## src/rtl/fifo_pkg.sv

```systemverilog
// Shared definitions for the FIFO drain block: default data width and the
// controller state encoding.
package fifo_pkg;

  localparam int DWIDTH_DEFAULT = 5;

  typedef enum logic [1:0] {
    ST_IDLE  = 2'd0,
    ST_RUN   = 2'd1,
    ST_DRAIN = 2'd2
  } drain_state_t;

endpackage

```

## src/rtl/stream_buf2.sv

```systemverilog
// Two-entry ring buffer that sits between the FIFO read port and the
// downstream valid/ready interface. The head word is presented combinationally
// from storage so it stays stable until it is popped.
module stream_buf2 import fifo_pkg::*; #(
  parameter int DWIDTH = DWIDTH_DEFAULT
) (
  input  logic              clk,
  input  logic              rst,
  input  logic              push,
  input  logic [DWIDTH-1:0] push_data,
  input  logic              pop,
  output logic [1:0]        occ,
  output logic [DWIDTH-1:0] head_data
);

  logic [DWIDTH-1:0] mem [2];
  logic              wr_ptr;
  logic              rd_ptr;
  logic              do_push;
  logic              do_pop;

  // A push into a full buffer is only safe when the head leaves in the same
  // cycle; popping an empty buffer is ignored.
  assign do_push = push && ((occ != 2'd2) || pop);
  assign do_pop  = pop && (occ != 2'd0);

  // Storage, pointers and occupancy; simultaneous push and pop keep occ as is.
  always_ff @(posedge clk or negedge rst) begin
    if (!rst) begin
      mem[0] <= '0;
      mem[1] <= '0;
      wr_ptr <= 1'b0;
      rd_ptr <= 1'b0;
      occ    <= 2'd0;
    end else begin
      if (do_push) begin
        mem[wr_ptr] <= push_data;
        wr_ptr      <= ~wr_ptr;
      end
      if (do_pop) begin
        rd_ptr <= ~rd_ptr;
      end
      case ({do_push, do_pop})
        2'b10:   occ <= occ + 2'd1;
        2'b01:   occ <= occ - 2'd1;
        default: occ <= occ;
      endcase
    end
  end

  assign head_data = mem[rd_ptr];

endmodule

```

## src/rtl/fifo_drain.sv

```systemverilog
// Pulls words out of an upstream synchronous-read FIFO and re-presents them
// on a valid/ready stream, tagging the last word of every BURST_LEN burst and
// counting delivered words. Reads are only issued when the two-entry buffer
// is guaranteed to have room for the returning word.
module fifo_drain import fifo_pkg::*; #(
  parameter int DWIDTH    = DWIDTH_DEFAULT,
  parameter int BURST_LEN = 4
) (
  input  logic              clk,
  input  logic              rst,
  input  logic              enable,
  input  logic              fifo_empty,
  input  logic [DWIDTH-1:0] fifo_data,
  output logic              fifo_rd_en,
  output logic              m_valid,
  input  logic              m_ready,
  output logic [DWIDTH-1:0] m_data,
  output logic              m_last,
  output logic              busy,
  output logic [15:0]       word_count
);

  localparam int              CNT_W    = $clog2(BURST_LEN);
  localparam logic [CNT_W-1:0] LAST_IDX = CNT_W'(BURST_LEN - 1);

  drain_state_t     state;
  drain_state_t     state_next;
  logic             inflight;
  logic             pop;
  logic [1:0]       occ;
  logic [2:0]       committed;
  logic [CNT_W-1:0] burst_cnt;

  // Words already owned by the buffer after this cycle: stored, returning
  // from the FIFO, minus the one leaving downstream.
  assign pop        = m_valid & m_ready;
  assign committed  = {1'b0, occ} + {2'b00, inflight} - {2'b00, pop};
  assign fifo_rd_en = (state == ST_RUN) && !fifo_empty && (committed < 3'd2);

  assign m_valid = (occ != 2'd0);
  assign m_last  = m_valid && (burst_cnt == LAST_IDX);
  assign busy    = (state != ST_IDLE);

  stream_buf2 #(.DWIDTH(DWIDTH)) u_buf (
    .clk       (clk),
    .rst       (rst),
    .push      (inflight),
    .push_data (fifo_data),
    .pop       (pop),
    .occ       (occ),
    .head_data (m_data)
  );

  // Next-state logic: DRAIN lingers until nothing is buffered or returning.
  always_comb begin
    state_next = state;
    case (state)
      ST_IDLE: begin
        if (enable) state_next = ST_RUN;
      end
      ST_RUN: begin
        if (!enable) state_next = ST_DRAIN;
      end
      ST_DRAIN: begin
        if (enable) begin
          state_next = ST_RUN;
        end else if ((occ == 2'd0) && !inflight) begin
          state_next = ST_IDLE;
        end
      end
      default: state_next = ST_IDLE;
    endcase
  end

  // State register plus the one-cycle read-in-flight marker.
  always_ff @(posedge clk or negedge rst) begin
    if (!rst) begin
      state    <= ST_IDLE;
      inflight <= 1'b0;
    end else begin
      state    <= state_next;
      inflight <= fifo_rd_en;
    end
  end

  // Burst position and delivered-word total advance on every accepted word;
  // neither is touched by state changes, only by reset.
  always_ff @(posedge clk or negedge rst) begin
    if (!rst) begin
      burst_cnt  <= '0;
      word_count <= 16'd0;
    end else if (pop) begin
      burst_cnt  <= (burst_cnt == LAST_IDX) ? '0 : burst_cnt + CNT_W'(1);
      word_count <= word_count + 16'd1;
    end
  end

endmodule

```

## config.mk

```make
export PLATFORM = sky130hd
export DESIGN_NAME = fifo_drain
export DESIGN_NICKNAME = d
export VERILOG_FILES = /design/src/rtl/fifo_pkg.sv /design/src/rtl/stream_buf2.sv /design/src/rtl/fifo_drain.sv
export SDC_FILE = /design/constraint.sdc
export NUM_CORES = 1
export LEC_CHECK = 0
export CORE_MARGIN = 5
export CORE_UTILIZATION = 46
export CTS_CLUSTER_SIZE = 16
export DETAILED_ROUTE_END_ITERATION = 7
export PLACE_DENSITY_LB_ADDON = 0.1
export SYNTH_ARGS = -nofsm -noshare
export SYNTH_HDL_FRONTEND = slang
export SYNTH_SLANG_ARGS = --single-unit
```

## constraint.sdc

```tcl
create_clock -name clk -period 7.5 [get_ports clk]
set_clock_uncertainty 0.15 [all_clocks]
set_input_delay 1.5 -clock clk [delete_from_list [all_inputs] [get_ports clk]]
set_output_delay 1.5 -clock clk [all_outputs]
set_load 0.03 [all_outputs]
```

# Word-level counts from Yosys, hierarchy flattened
# Index checks and enable logic that the tools add are counted.
# totals
ff_bits,35
inputBits,10
# classes
muxes,13
n_reduce_logical,16
addsub,6
order_cmp,4
bitwise_logic,5
eq_ne,9
# ops
op,n
$mux W5,4
$add A16 B1 Y16 const B,1
$bwmux W10,1
$mux W2,5
$logic_and A1 B1 Y1,7
$eq A2 B2 Y1 const B,3
$ne A2 B2 Y1 const B,3
$pmux W2 S3,1
$reduce_bool A2 Y1,3
$demux W5 S1,1
$add A2 B1 Y2 const B,2
$eq A2 B1 Y1 const B,2
$ge A2 B2 Y1 const B,2
$logic_not A2 Y1,2
$not A1 Y2,2
$pmux W2 S2,1
$add A2 B1 Y3,1
$lt A3 B2 Y1 const B,1
$ne A3 B3 Y1 const B,1
$reduce_and A3 Y1,1
$sub A3 B1 Y3,1
$logic_not A1 Y1,2
$lt A2 B1 Y1 const B,1
$not A1 Y1,2
3 further kinds,3

# Depth between registers and ports, before layout
# logic_depth
word_depth,6
depth_mapped,9
ltp_nobuf,7

# Modules after synthesis
# Synthesis repeated with hierarchy kept, for this count alone.
# unflattened
hier_cells,128
hier_area_um2,1635.3
# by_module_without_submodules
module,n_inst,area_per_inst_um2,cells_per_inst,seq_area_each_um2
fifo_drain,1,991.0,85,525.5
stream_buf2,1,644.4,43,350.3

# Worst setup path after synthesis
# Ideal clock, no wire load.
# synth_path
path_type,input to output
startpoint,input m_ready
endpoint,output fifo_rd_en
arrival_time_ns,3.860
path_stages,8
setup_slack_ns,1.990
cell_sequence,o21ai_2 buf_6 inv_2 ha_1 nand2b_1 fa_1 xor2_1 nor4b_1
# synth_between
elab_chain_len,4
# synth_lines
item,line,rtl
from (decl),fifo_drain.sv:16,"input logic m_ready,"
$and A1 B1 Y1,fifo_drain.sv:36,assign pop = m_valid & m_ready;
net pop,fifo_drain.sv:29,logic pop;
$sub A3 B1 Y3,fifo_drain.sv:37,"assign committed = {1'b0, occ} + {2'b00, inflight} - {2'b00, pop};"
$lt A3 B2 Y1,fifo_drain.sv:38,assign fifo_rd_en = (state == ST_RUN) && !fifo_empty && (committed < 3'd2);
$logic_and A1 B1 Y1,fifo_drain.sv:38,
to (decl),fifo_drain.sv:14,"output logic fifo_rd_en,"
# The timed path passes the listed nets, and every way through them passes these cells.

# Final worst setup path
# Ends and elaborated chain as after synthesis.

==> summary.md <==
| Metric | Value |
|---|---|
| Status | `completed` |
| Multi-input gate area | `about 760 um2` |
| Fraction of layout cells with a size suffix above 1 | `between 20 and 25%` |
| Worst EP arrival | `~4.6 ns` |
| Endpoint class of the critical path | `output pin` |
| Filler Cell Count | `310` |
| Min Tclk post-route | `about 6.2 ns` |
| Vias in the first global route | `1128` |
| Post-Synth Adder-Cell Area | `about 4.2%` |
| Skew-Pair Late Insertion Delay | `0.28 ns` |
| Resize count post-CTS | `0` |
| Syn nets | `about 140` |
| YS warnings | `0` |
| Placeable Area | `0.003606 mm2` |
| Post-CTS setup buffer count | `0` |
| CTS clk-pin slew, worst paths | `0.07 ns` |
| Mapped Cells | `between 100 and 150` |
| Routed vias/inst | `between 4 and 5` |
| TritonCTS Buffers | `5` |
| Setup TNS | `0 ns` |
| CTS Hold Bufs | `0` |
| Final slew viol count | `0` |
| CP top delay family | `buffers and inverters` |
| DP Cell Count | `209` |
| Crit share post-route | `between 80% and 90%` |
| Die width | `between 70 and 80 um` |
| Number of flops mapped to enable cells by yosys | `0` |
| Most used DFF post-synth | `dfrtp_1` |
| Hold WS | `roughly 0.32 ns` |
| Number of I/O pins | `35` |
| Antenna Violating Nets Remaining | `0` |
| XOR/XNOR share of the synthesized area | `10.99%` |
| Initial core utilization | `a little under half` |
| Final nets | `approximately 180` |
| Hold Fails Final Rpt | `0` |
| Critical Path Fanout Max | `11` |
| Startpoint Class | `primary input` |
| Synth unique cells | `37` |
| #FFs+latches synth | `35` |
| Compound-gate portion of the synthesized area | `just under 5%` |
| Initial DRC count | `48` |
| Dpl hpwl | `2188 um` |
| Peak VDD IR | `206.0 uV` |
| Clock Sinks | `35` |
| Clock buffer depth | `2` |
| Synth top cells by count | `dfrtp_1, xnor2_1, nand2_1, mux2_2, nand3_1` |
| Worst slew pin tran | `roughly 0.62 ns` |
| Largest net degree at the start of global routing | `36` |
| Die Y | `70.33 um` |
| Sequential fraction of the synthesis area | `a little over half` |
| Fin cells | `~220` |
| Final Setup Violations | `0` |
| DR vias | `around 1000` |
| Leak | `between 0.9 and 1 nW` |
| Hold WC Path Type | `reg -> reg` |
| Drt drc | `0` |
| Total routed wirelength | `just under 3000 um` |
| Multiplexer area fraction after synthesis | `11.21%` |
| Initial antenna violation count | `0` |
| Placer congestion estimate | `~0.7` |
| First-pass GRT wire length | `approximately 5100 um` |
| F_max | `0.1605 GHz` |
| Total power per unit cell area | `approximately 370 mW/mm2` |
| Mean instance size in the synthesized netlist | `12.98 um2` |
| PortBufs | `34` |
| FFs w/ async S/R, synth | `between 90% and 100%` |
| Total GRT Usage | `roughly an eighth` |
| Slowest cell on the critical path | `clkdlybuf4s50_1` |
| Area growth syn-to-layout | `28.25%` |
| Critical-path cell list | `clkdlybuf4s50_1, o21ai_2, inv_2, ha_1, nand2b_1, fa_1, xor2_1, nor4b_1, clkdlybuf4s50_1` |
| Max stage delay on crit path | `about 0.74 ns` |
| Wire per inst | `~14 um` |
| CTS tree | `yes` |
| Top cell by count, worst path | `clkdlybuf4s50_1` |
| Htree depth | `2` |
| Ranking of synthesized cells by area | `dfrtp_1, xnor2_1, mux2_2` |
| Yosys top cell area share | `roughly 52%` |
| Worst Path Required | `between 5 and 6 ns` |
| Most instantiated library cell after synthesis | `dfrtp_1` |
| Critical path type | `in -> out` |
| Leading area contributor after synthesis | `dfrtp_1` |
| Post-Syn Area | `about 0.0017 mm2` |
| Max_cap viols | `0` |
| # rows | `22` |
| Ant diodes | `0` |
| Synth Area in Simple Gates | `between 10% and 20%` |
| Largest family of logic cells by synthesized area | `simple AND/OR/NAND/NOR gates` |
| Grt ovf | `0` |
| Slew HR | `58.42%` |
| Crit path buf inv count | `3` |
| Die Area | `0.004946 mm2` |
| CTS root buf | `clkbuf_8` |
| Sequential cell area | `around 880 um2` |
| DR pass1 iterations | `4` |
| RSZ-0062 raised after global routing | `false` |
-- kinds of logic (layout without fill, tap and decap cells) --
family,count (synthesis),in the layout
and+or+nand+nor,39,39
AOI/OAI and AO/OA,7,7
adders and majority gates,5,5
muxes,15,15
DFF,35,35
xor gates and xnor gates,21,21
buffers and inverters,7,46
-- metrics by stage --
step | setup WS [ns] | power [W] | cell area [um2] | util [%]
6_report | 1.269 | 0.0007882 | 2147 | 59.54
5_1_grt | 1.101 | 0.0008330 | 2147 | 59.54
4_1_cts | 1.227 | 0.0007979 | 2147 | 59.54
3_5_place_dp | 1.229 | 0.0006588 | 2059 | 57.11
3_3_place_gp | 1.297 | 0.0006501 | 2059 | 57.11
2_1_floorplan | 1.990 | 0.0005473 | 1674 | -
-- worst paths after layout --
| check | start | to | slack (ns) | cells after the start |
|---|---|---|---|---|
| setup reg to reg | u_buf.occ[0] | inflight | 4.64 | 7 |
| max in group asynchronous | rst | inflight | 5.40 | 2 |
| hold reg to reg | word_count[15] | word_count[15] | 0.32 | 1 |
| hold / removal | word_count[15] | word_count[15] | 0.32 | 1 |
| setup / recovery | m_ready | fifo_rd_en | 1.27 | 9 |
| min in group asynchronous | rst | u_buf.mem[1] | 1.49 | 2 |
-- cell usage in the layout, fill, tap and decap left out, drive strengths merged --
cell / n
fa: 1
mux2: 15
nor2b: 1
nor3: 3
o31ai: 1
xor2: 3
dfrtp: 35
nand3: 6
clkinv: 1
inv: 4
ha: 4
nand2b: 2
clkbuf: 6
nor4b: 1
a21boi: 1
buf: 1
o21ai: 2
o311ai: 1
xnor2: 18
clkdlybuf4s50: 34
a21o: 1
nand4: 5
and2: 1
nor2: 4
a21oi: 1
and3: 1
nor4: 1
or2: 2
nand2: 12
-- cell type report --
cell class / instances / share of cell area [%]
clock buffers: 6 / 3.846
inverters: 4 / 0.6993
multi-input cells: 87 / 35.43
flip-flops and latches: 35 / 40.79
clock inverters: 1 / 0.2331
repair buffers: 35 / 16.20
well taps: 48 / 2.797
-- routing by layer --
layer | up-vias | global-route usage [%] | routed length (um)
li1 | 514 | - | -
met1 | 509 | 15.78 | 1398
met2 | 21 | 20.89 | 1361
met3 | 2 | 4.460 | 147
met4 | 0 | 5.106 | 28
met5 | - | 0 | 0
-- state kept, by name (all words and copies together) (netlist names) --
register,count
u_buf.occ,2
u_buf.mem,10
u_buf.rd_ptr,1
state,2
burst_cnt,2
u_buf.wr_ptr,1
inflight,1
word_count,16
-- power by group --
| group | leakage, nW | switching, W | internal, W |
|---|---|---|---|
| logic | 0.414 | 0.000169 | 0.000170 |
| clock network | 0.0470 | 0.0000625 | 0.0000720 |
| registers | 0.450 | 0.0000687 | 0.000247 |
| total | 0.911 | 0.000300 | 0.000488 |
(Power assumes the default switching activity.)
